### src/rtl/alu_result_fifo.sv
// Circular result FIFO between the 4-bit ALU and its writeback consumer.
// Optional rejected-push counter enabled by defining ALU_RESFIFO_DROP_CNT_EN.
module alu_result_fifo #(
  parameter int DEPTH = 4,
  parameter int CNT_W = 3
) (
  input  logic             clk,
  input  logic             rst_n,
  input  logic             flush,
  input  logic             in_valid,
  output logic             in_ready,
  input  logic [7:0]       in_result,
  input  logic             in_carry,
  input  logic [3:0]       in_rem,
  input  logic [3:0]       in_opcode,
  output logic             out_valid,
  input  logic             out_ready,
  output logic [7:0]       out_result,
  output logic             out_carry,
  output logic [3:0]       out_rem,
  output logic [3:0]       out_opcode,
  output logic             out_zero,
  output logic [CNT_W-1:0] level
`ifdef ALU_RESFIFO_DROP_CNT_EN
  ,
  output logic [7:0]       drop_cnt
`endif
);

  localparam int PTR_W = $clog2(DEPTH);

  typedef enum logic [1:0] {EMPTY, PARTIAL, FULL} state_t;

  typedef struct packed {
    logic [7:0] result;
    logic       carry;
    logic [3:0] rem;
    logic [3:0] opcode;
  } entry_t;

  state_t           state, state_nxt;
  logic [PTR_W-1:0] wr_ptr, rd_ptr;
  entry_t           mem [DEPTH];
  entry_t           head;
  logic             push, pop;

  // Handshakes come from the registered state only, so there is no full-bypass path.
  assign in_ready  = (state != FULL);
  assign out_valid = (state != EMPTY);
  assign push      = in_valid & in_ready;
  assign pop       = out_valid & out_ready;

  always_comb begin
    state_nxt = state;
    if (flush) begin
      state_nxt = EMPTY;
    end else begin
      case (state)
        EMPTY:   if (push) state_nxt = PARTIAL;
        PARTIAL: begin
          if (push && !pop && level == CNT_W'(DEPTH - 1)) state_nxt = FULL;
          else if (pop && !push && level == CNT_W'(1))    state_nxt = EMPTY;
        end
        FULL:    if (pop) state_nxt = PARTIAL;
        default: state_nxt = EMPTY;
      endcase
    end
  end

  always_ff @(posedge clk or negedge rst_n) begin
    if (!rst_n) begin
      state  <= EMPTY;
      wr_ptr <= '0;
      rd_ptr <= '0;
      level  <= '0;
    end else begin
      state <= state_nxt;
      if (flush) begin
        wr_ptr <= '0;
        rd_ptr <= '0;
        level  <= '0;
      end else begin
        if (push) wr_ptr <= wr_ptr + 1'b1;
        if (pop)  rd_ptr <= rd_ptr + 1'b1;
        case ({push, pop})
          2'b10:   level <= level + 1'b1;
          2'b01:   level <= level - 1'b1;
          default: level <= level;
        endcase
      end
    end
  end

  always_ff @(posedge clk) begin
    if (push && !flush) begin
      mem[wr_ptr] <= '{result: in_result, carry: in_carry, rem: in_rem, opcode: in_opcode};
    end
  end

  always_comb begin
    head = '0;
    if (out_valid) head = mem[rd_ptr];
  end

  assign out_result = head.result;
  assign out_carry  = head.carry;
  assign out_rem    = head.rem;
  assign out_opcode = head.opcode;
  assign out_zero   = out_valid && (head.result == 8'h00);

`ifdef ALU_RESFIFO_DROP_CNT_EN
  always_ff @(posedge clk or negedge rst_n) begin
    if (!rst_n) begin
      drop_cnt <= '0;
    end else if (flush) begin
      drop_cnt <= '0;
    end else if (in_valid && !in_ready && drop_cnt != 8'hFF) begin
      drop_cnt <= drop_cnt + 1'b1;
    end
  end
`endif

endmodule
### config.mk
export PLATFORM = sky130hd
export DESIGN_NAME = alu_result_fifo
export DESIGN_NICKNAME = d
export VERILOG_FILES = /design/src/rtl/alu_result_fifo.sv
export SDC_FILE = /design/constraint.sdc
export NUM_CORES = 1
export LEC_CHECK = 0
export CORE_ASPECT_RATIO = 0.7
export CORE_MARGIN = 3
export CORE_UTILIZATION = 23
export CTS_CLUSTER_DIAMETER = 200
export DETAILED_ROUTE_END_ITERATION = 7
export GPL_TIMING_DRIVEN = 0
export HOLD_SLACK_MARGIN = 0.15
export PLACE_DENSITY_LB_ADDON = 0.12
export SKIP_CTS_REPAIR_TIMING = 1
export SLEW_MARGIN = 15
export SYNTH_ARGS = -nofsm -noshare
export SYNTH_HDL_FRONTEND = slang
export SYNTH_SLANG_ARGS = --single-unit
### constraint.sdc
create_clock -name clk -period 2.3 [get_ports clk]
set_input_delay 0.575 -clock clk [delete_from_list [all_inputs] [get_ports clk]]
set_output_delay 0.575 -clock clk [all_outputs]
set_load 0.05 [all_outputs]
# After elaboration in Yosys (flattened, before gate mapping)
# Memories as Yosys holds them, arrays and structs flattened.
# Cells that the tools add are included.
dict set report op_classes {
  n_reduce_logical 16
  bitwise 2
  n_mux 15
  addsub 4
  eq_ne 10
}
# cell count
set op_table {}
lappend op_table {{two-way mux 2 bit} 9}
lappend op_table {{two-way mux 17 bit} 1}
lappend op_table {{logical NOT 8 bit} 1}
lappend op_table {{logical AND 1 bit} 6}
lappend op_table {{inequality test 3 bit (second input constant)} 2}
lappend op_table {{one-hot mux 2 bit (3 select lines)} 1}
lappend op_table {{one-hot mux 3 bit (2 select lines)} 1}
lappend op_table {{nonzero test 2 bit} 3}
lappend op_table {{adder 2 x 1 -> 2 bit (second input constant)} 2}
lappend op_table {{== test 2 x 1 -> 1 bit (second input constant)} 2}
lappend op_table {{== test 2 bit (second input constant)} 2}
lappend op_table {{inequality test 4 bit (second input constant)} 1}
lappend op_table {{adder 3 x 1 -> 3 bit (second input constant)} 1}
lappend op_table {{== test 3 x 1 -> 1 bit (second input constant)} 1}
lappend op_table {{== test 3 x 2 -> 1 bit (second input constant)} 1}
lappend op_table {{logical NOT 1 bit} 3}
lappend op_table {{two-way mux 3 bit} 1}
lappend op_table {{AND reduction 3 bit} 1}
lappend op_table {{nonzero test 3 bit} 1}
lappend op_table {{subtractor 3 x 1 -> 3 bit (second input constant)} 1}
lappend op_table {{bitwise AND 1 bit} 2}
lappend op_table {{logical NOT 2 bit} 1}
lappend op_table {{two-way mux 1 bit} 2}
lappend op_table {{inequality test 2 bit (second input constant)} 1}
dict set report word_totals {
  wordCells 52
  regBits 9
  n_memories 1
  ramBits 68
  out_inout_bits 23
}
# name depth width rd rd_ports_with_merged_regs write_ports line
set mem_list {}
lappend mem_list {mem 4 17 1 0 1 43} ;# entry_t mem [DEPTH];

# Depth between registers and ports, before layout
# Gate-level depths: netlist of the first run.
dict set report depth {
  ltp_word 9
  mapped_depth 5
}

# Worst setup path before layout of the first run
# Ideal clock, no wire load.
dict set report synth_timing {
  path_kind {flip-flop to output port}
  startpoint {register rd_ptr[0]}
  endpoint {output port out_zero}
  path_stages_with_launch 6
  arrival_ps 2184
  setup_slack_ps -459
  t_required_ps 1725
  cell_sequence {dfrtp_1 > buf_6 > mux4_2 > nor4_2 > nand2_1 > nor4_2}
}
dict set report synth_via {
  elab_chain_len 4
}
# item line
set synth_lines {}
lappend synth_lines {{start: declaration} 42} ;# logic [PTR_W-1:0] wr_ptr, rd_ptr;
lappend synth_lines {{start signal: assignment} 84} ;# if (pop) rd_ptr <= rd_ptr + 1'b1;
lappend synth_lines {{memory read (4 x 17 bit)} n/a}
lappend synth_lines {{two-way mux 17 bit} 102} ;# if (out_valid) head = mem[rd_ptr];
lappend synth_lines {{logical NOT 8 bit} 109} ;# assign out_zero = out_valid && (head.result == 8'h00);
lappend synth_lines {{logical AND 1 bit} 109}
lappend synth_lines {{end: declaration} 22} ;# output logic out_zero,
# Every way passes these cells.

# Final worst setup path of the first run
# Ends and elaborated chain as after synthesis.

==> metrics.yaml, run 1 <==
synth:
  yosys.area_share.xor_xnor: 0.01624
  yosysTopAreaCell: "edfxtp_1"
  synth_top_area_frac: 0.6308
  avgSynthCellArea_um2: 18.18
  syn_nets: 208
  ys_seq_elements: 77
  synthAdderAreaFrac: 0.03402
  synth_cells: 178
  ys_warn_count: 0
  synth_area_mm2: 0.003237
  synth_simple_gate_area_frac: 0.07422
  synth_compound_area_frac: 0.02513
  ys_seq_area_frac: 0.7004
  synth_top_family_by_area: "multiplexers"
  synth.area.mux_share: 0.1272
  yosysUniqueCellTypes: 33
  synth_area_leaders: "edfxtp_1 (63%), mux4_2 (8.3%), dfrtp_1 (7.0%)"
sta:
  setup_viol: 17
  min_period_over_period: 1.166
  tightest_slew_ns: 0.5314
  final.setup.tns_ns: -2.684
  post-route-min-period_ns: 2.683
  skew_ns: 0.005055
  fmax_ghz: 0.3727
  rsz0062_at_grt: "yes"
  slew_headroom: 0.6458
  hold_viol: 0
  fin_ws_ns: -0.3829
  slew_viol_final: 0
  whs_ns: 0.5695
global_route:
  grt_max_degree: 18
  grt_pass1_wl_mm: 10.58
  grt_pass1_vias: 1802
  antenna_found_initial: 0
  globalRouteTotalUtil: 0.09175
  grt-ovfl-total: 0
clock_network:
  root_buffer: "clkbuf_16"
  cts_tree: "done"
  clk_pin_slew_ns: 0.05
  cts.sinks: 77
  cts.path.max_buffers: 2
  htree_levels: 3
  numCtsBuffers: 9
  clock_latency_ns: 0.33
critical_path:
  reg2reg_depth: 5
  ff2ff_setup_slack_ns: 0.34
  cp.arrival_ns: 2.11
  regToRegStartpoint: "state[0]"
  required_ns: 1.73
  crit_type: "reg2out"
  worstPathCellList: "buf_12 -> mux4_2 -> nor4_2 -> nand2_1 -> nor4_4 -> buf_6"
  critPathCaptureType: "output pin"
  startpoint_type: "register"
  cp_max_fo: 7
  r2r_end: "mem[2][13]"
  cp_slowest_cell: "mux4_2"
  slowest_delay_ns: 0.52
  crit_family: "simple AND/OR/NAND/NOR gates"
  critical_path_buf_inv_count: 2
floorplan:
  io_pins: 45
  coreArea_mm2: 0.01344
  dieHeight_um: 105.3
  floorplan.initialDensity: 0.2408
  dieArea_mm2: 0.01556
  num_rows: 35
  die_x_um: 147.8
route:
  first_pass_iters: 4
  drc: 0
  via_per_inst: 3.991
  ant_nets: 0
  drt-initial-drc-count: 99
  vias: 1724
  routed_wl_mm: 6.885
  wire_per_inst_um: 15.94
finish:
  drive_above_1_share: 0.3401
  nFillCells: 1337
  n_antenna_cell: 0
  fin_nets: 274
  area_delta_synth_final_pct: 36.10
  fin_util: 0.3277
place:
  pre_cts_slack_ns: -0.8412
  gp_congestion: 0.6538
  portBuffers: 43
  hpwl_mm: 4.298
min_path:
  hold_class: "in2async"
flow_run:
  drv_cap: 0
power:
  power_density_mw_per_mm2: 794.3
  peakVddDrop_uv: 335.5
  leakagePower_nw: 1.529
status:
  violations: "negative setup slack"
  status: "finished, violations left"
==> layout by cell type, fill, tap and decap left out, types with 7 or more instances in the layout <==
cell type         n
edfxtp_1         68
clkdlybuf4s50_1  23
buf_6            18
mux4_2           16
buf_4            12
nor2b_4          11
clkbuf_16         9
ha_1              8
dfrtp_1           8
inv_1             7
==> sequential cells by signal (all words and copies together), names as in the netlist <==
register  count
mem          68
level         3
rd_ptr        2
state         2
wr_ptr        2
==> kinds of logic after synthesis <==
group	count (synthesis)
adder cells (fa/ha/maj)	9
buffers and inverters	16
flip-flops	77
AO/OA/AOI/OAI	12
AND/OR/NAND/NOR	40
XOR/XNOR	6
multiplexers	18
==> final cells by class <==
cell class / instances / area (µm²) / share of cell area
buffer: 8 / 73.82 / 0.01676
clock buffer: 11 / 232.7 / 0.05283
clock inverter: 3 / 15.01 / 0.003408
inverter: 7 / 26.28 / 0.005964
multi-input combinational: 85 / 984.7 / 0.2235
sequential: 77 / 2268 / 0.5149
tap: 185 / 231.5 / 0.05254
timing repair buffer: 56 / 573.1 / 0.1301
==> per-layer routing <==
| metal | vias to the layer above | routed length (µm) | GRT usage |
|---|---|---|---|
| met5 | - | 0 | 0 |
| met4 | 0 | 94 | 0.02793 |
| met3 | 9 | 283 | 0.03653 |
| met2 | 40 | 3086 | 0.1358 |
| met1 | 860 | 3421 | 0.1241 |
| li1 | 815 | - | - |
==> worst max path at each step <==
stage,depth (start not counted),from,slack [ns],end
final,6,rd_ptr[0],-0.38,out_zero
after global routing,6,rd_ptr[0],-0.52,out_zero
after detailed placement,6,rd_ptr[1],-0.84,out_zero
after global placement,4,state[1],-1.06,out_result[1]
after CTS,6,rd_ptr[1],-1.21,out_zero
after floorplan,5,rd_ptr[0],-0.17,out_zero
==> power breakdown <==
part | leakage, nW | switching [W] | total (W) | internal (W)
Clock | 0.125 | 0.000499 | 0.00121 | 0.000712
Sequential | 0.736 | 0.0000314 | 0.00161 | 0.00158
Combinational | 0.668 | 0.000373 | 0.000679 | 0.000306
Total | 1.53 | 0.000903 | 0.00350 | 0.00260
==> synth_stat cells, drive strengths merged <==
master / instances
and2: 4
nand4b: 1
a21oi: 3
xor2: 1
nor4: 2
o32ai: 1
clkbuf: 5
mux2i: 1
mux4: 17
a21boi: 1
edfxtp: 68
nand2b: 1
a221oi: 1
buf: 4
nand2: 5
ha: 8
inv: 7
xnor2: 5
nand3: 1
o21ai: 2
a311oi: 1
maj3: 1
a211oi: 2
nor2b: 17
nor2: 7
nor3b: 1
o21a: 1
dfrtp: 9
and4: 1
==> metrics by stage <==
stage,power (W),std cells,area (µm²)
global placement,0.002219,406,3928
CTS,0.003456,420,4178
detailed placement,0.002225,406,3930
floorplan,0.002013,178,3266
global route,0.003671,432,4405
finish,0.003499,432,4405
Power figures use the tool's default switching activity.
==> inputs of run 2 (changes only) <==
- GPL_TIMING_DRIVEN: 0 -> not set
==> run 2 against run 1 <==
Effect of this change:
- the flow still finishes with violations (negative setup slack)
- total power up 4.0%
- combinational power decreased by 3.7%
- clock skew rose by 0.0027 ns
- first-iteration DRC count shrank 23%
- final cell count up 1.4%
- fmax fell by 1.0%
- clock power is 14% higher
- utilization up 0.47 points
- clock-buffer cell count up 1
- setup slack worse by 0.028 ns
- register-to-register slack better by 0.10 ns
- hold slack worse by 0.0045 ns
- largest power group unchanged
- highest routed layer unchanged
==> metrics.yaml, run 2 (synthesis gave the netlist of run 1 again) <==
critical_path:
  cp.arrival_ns: 2.14  # +0.03 ns
  critPathCaptureType: "output pin"
  ff2ff_setup_slack_ns: 0.44  # +0.10 ns
  worstPathCellList: "buf_12 -> mux4_2 -> nor4_4 -> nand2_2 -> nor4_4 -> buf_12"
  slowest_delay_ns: 0.53  # about the same
  startpoint_type: "register"
  required_ns: 1.73  # about the same
  reg2reg_depth: 5  # unchanged
  cp_max_fo: 4  # -3
  cp_slowest_cell: "mux4_2"
  crit_type: "reg2out"
  regToRegStartpoint: "state[0]"
  r2r_end: "mem[0][13]"
power:
  leakagePower_nw: 1.542  # +0.83%
  p_int_w: 0.002736  # +5.4%
  p_clk_frac: 0.378  # +0.032
  p_sw_frac: 0.2478  # -0.01027
  power_density_mw_per_mm2: 814.2  # +2.5%
  netSwitchingPower_w: 0.0009016  # -0.17%
  pwr-share-seq: 0.442  # -0.018
  peakVddDrop_uv: 350.0  # +4.3%
  combPwrFrac: 0.180  # -0.014
clock_network:
  cts_tree: "done"
  clk_pin_slew_ns: 0.06  # about the same
  root_buffer: "clkbuf_16"
  clock_latency_ns: 0.33  # about the same
  cts.sinks: 77  # unchanged
  numCtsBuffers: 9  # unchanged
  cts.path.max_buffers: 2  # unchanged
  htree_levels: 3  # unchanged
route:
  first_pass_iters: 4  # unchanged
  drt-initial-drc-count: 76  # -23%
  via_per_inst: 3.922  # -1.7%
  wire_per_inst_um: 15.49  # -2.8%
  drc: 0  # unchanged
  ant_nets: 0  # unchanged
  routed_wl_mm: 6.783  # -1.5%
  vias: 1718  # -0.35%
finish:
  reg.largest.list: "mem: 68 flops, level: 3 flops"
  largest_reg_flops: 68  # unchanged
  final_common_cell: "edfxtp_1"
  fin_cells: 438  # +1.4%
  fin_nets: 278  # +1.5%
  largest_register: "mem"
  n_antenna_cell: 0  # unchanged
  area_delta_synth_final_pct: 38.04
  mostFrequentLayoutCells: "edfxtp_1 (68), clkdlybuf4s50_1 (24), buf_4 (23)"
  drive_above_1_share: 0.3518  # +0.01170
min_path:
  hold_class: "in2async"
flow_run:
  drv_cap: 0  # unchanged
sta:
  min_period_over_period: 1.179  # +0.01229
  slew_headroom: 0.6600  # +0.01423
  tightest_slew_ns: 0.5084  # -0.02295 ns
  post-route-min-period_ns: 2.711  # +0.02826 ns
  fmax_ghz: 0.3688  # -1.0%
  rsz0062_at_grt: "yes"
  final.setup.tns_ns: -1.728  # +0.9561 ns
  setup_viol: 17  # unchanged
  hold_viol: 0  # unchanged
  slew_viol_final: 0  # unchanged
  skew_ns: 0.007781  # +0.002726 ns
  fin_ws_ns: -0.4111  # -0.02826 ns
global_route:
  antenna_found_initial: 0  # unchanged
  grt_max_degree: 18  # unchanged
  grt-ovfl-total: 0  # unchanged
  globalRouteTotalUtil: 0.09249  # +0.0007408
  grt_pass1_wl_mm: 10.71  # +1.2%
  grt_pass1_vias: 1849  # +2.6%
place:
  pre_cts_slack_ns: -0.1406  # +0.7006 ns
  dpl.cell_count: 419  # +3.2%
  gp_congestion: 0.6821  # +4.3%
  hpwl_mm: 4.723  # +9.9%
  portBuffers: 44  # +2.3%
floorplan:
  dieArea_mm2: 0.01556  # unchanged
  num_rows: 35  # unchanged
  dieHeight_um: 105.3  # unchanged
  io_pins: 45  # unchanged
  coreArea_mm2: 0.01344  # unchanged
  floorplan.initialDensity: 0.2408  # unchanged
  die_x_um: 147.8  # unchanged
status:
  status: "finished, violations left"
  violations: "negative setup slack"
==> run 2: cell count changes in the layout (fill, tap and decap cells not counted), moves of 2 or more <==
cell	change
buf_12	+3
clkbuf_1	-3
buf_4	+11
nor2b_1	+2
and2_2	-4
and2_1	+4
nor2b_4	-9
nor2b_2	+7
dlymetal6s2s_1	-2
buf_6	-4
==> run 2: area by class of cell <==
| cell class | count | area [µm²] |
|---|---|---|
| clock buffers | 12 | 246.5 |
| clock inverters | 4 | 48.80 |
| fillers | 1328 | 8976 |
| inverters | 7 | 26.28 |
| multi-input cells | 85 | 939.7 |
| flip-flops and latches | 77 | 2270 |
| well taps | 185 | 231.5 |
| repair buffers | 68 | 705.7 |
==> run 2: metrics by stage <==
step | total power [W] | hold slack [ns] | instance area (µm²) | utilization
6_report | 0.003638 | 0.5650 | 4468 | 0.3323
3_3_place_gp | 0.002253 | 0.5752 | 4063 | 0.3022
4_1_cts | 0.003640 | 0.5688 | 4358 | 0.3242
2_1_floorplan | 0.002013 | 0.2794 | 3266 | -
3_5_place_dp | 0.002253 | 0.5791 | 4063 | 0.3022
5_1_grt | 0.003797 | 0.5889 | 4468 | 0.3323
==> run 2: critical path: cells and delay by family (launching register included) <==
family | cells | cell delay, ns
AND/OR/NAND/NOR | 3 | 0.59
buffers and inverters | 2 | 0.30
multiplexers | 1 | 0.53
flip-flops | 1 | 0.40
==> run 2: worst max path at each step <==
stage | start | endpoint | slack, ns | cells past startpoint
after global placement | rd_ptr[0] | out_zero | -0.09 | 6
after global routing | rd_ptr[0] | out_zero | -0.50 | 6
after detailed placement | rd_ptr[0] | out_zero | -0.14 | 6
after CTS | rd_ptr[0] | out_zero | -0.51 | 6
after floorplan | rd_ptr[0] | out_zero | -0.17 | 5
final | rd_ptr[0] | out_zero | -0.41 | 6
==> run 2: routing by layer <==
metal / up-vias / GRT usage / part of all wire
li1: 827 / - / -
met1: 844 / 0.1391 / 0.53
met2: 39 / 0.1227 / 0.42
met3: 8 / 0.03653 / 0.047
met4: 0 / 0.02394 / 0.0075
met5: - / 0 / 0
==> run 2: power by group through the flow <==
stage	logic, W	registers [W]	clock network (W)
floorplan	0.000346	0.00167	0
global placement	0.000615	0.00164	0
detailed placement	0.000616	0.00164	0
CTS	0.000618	0.00161	0.00141
global route	0.000705	0.00162	0.00148
finish	0.000654	0.00161	0.00138
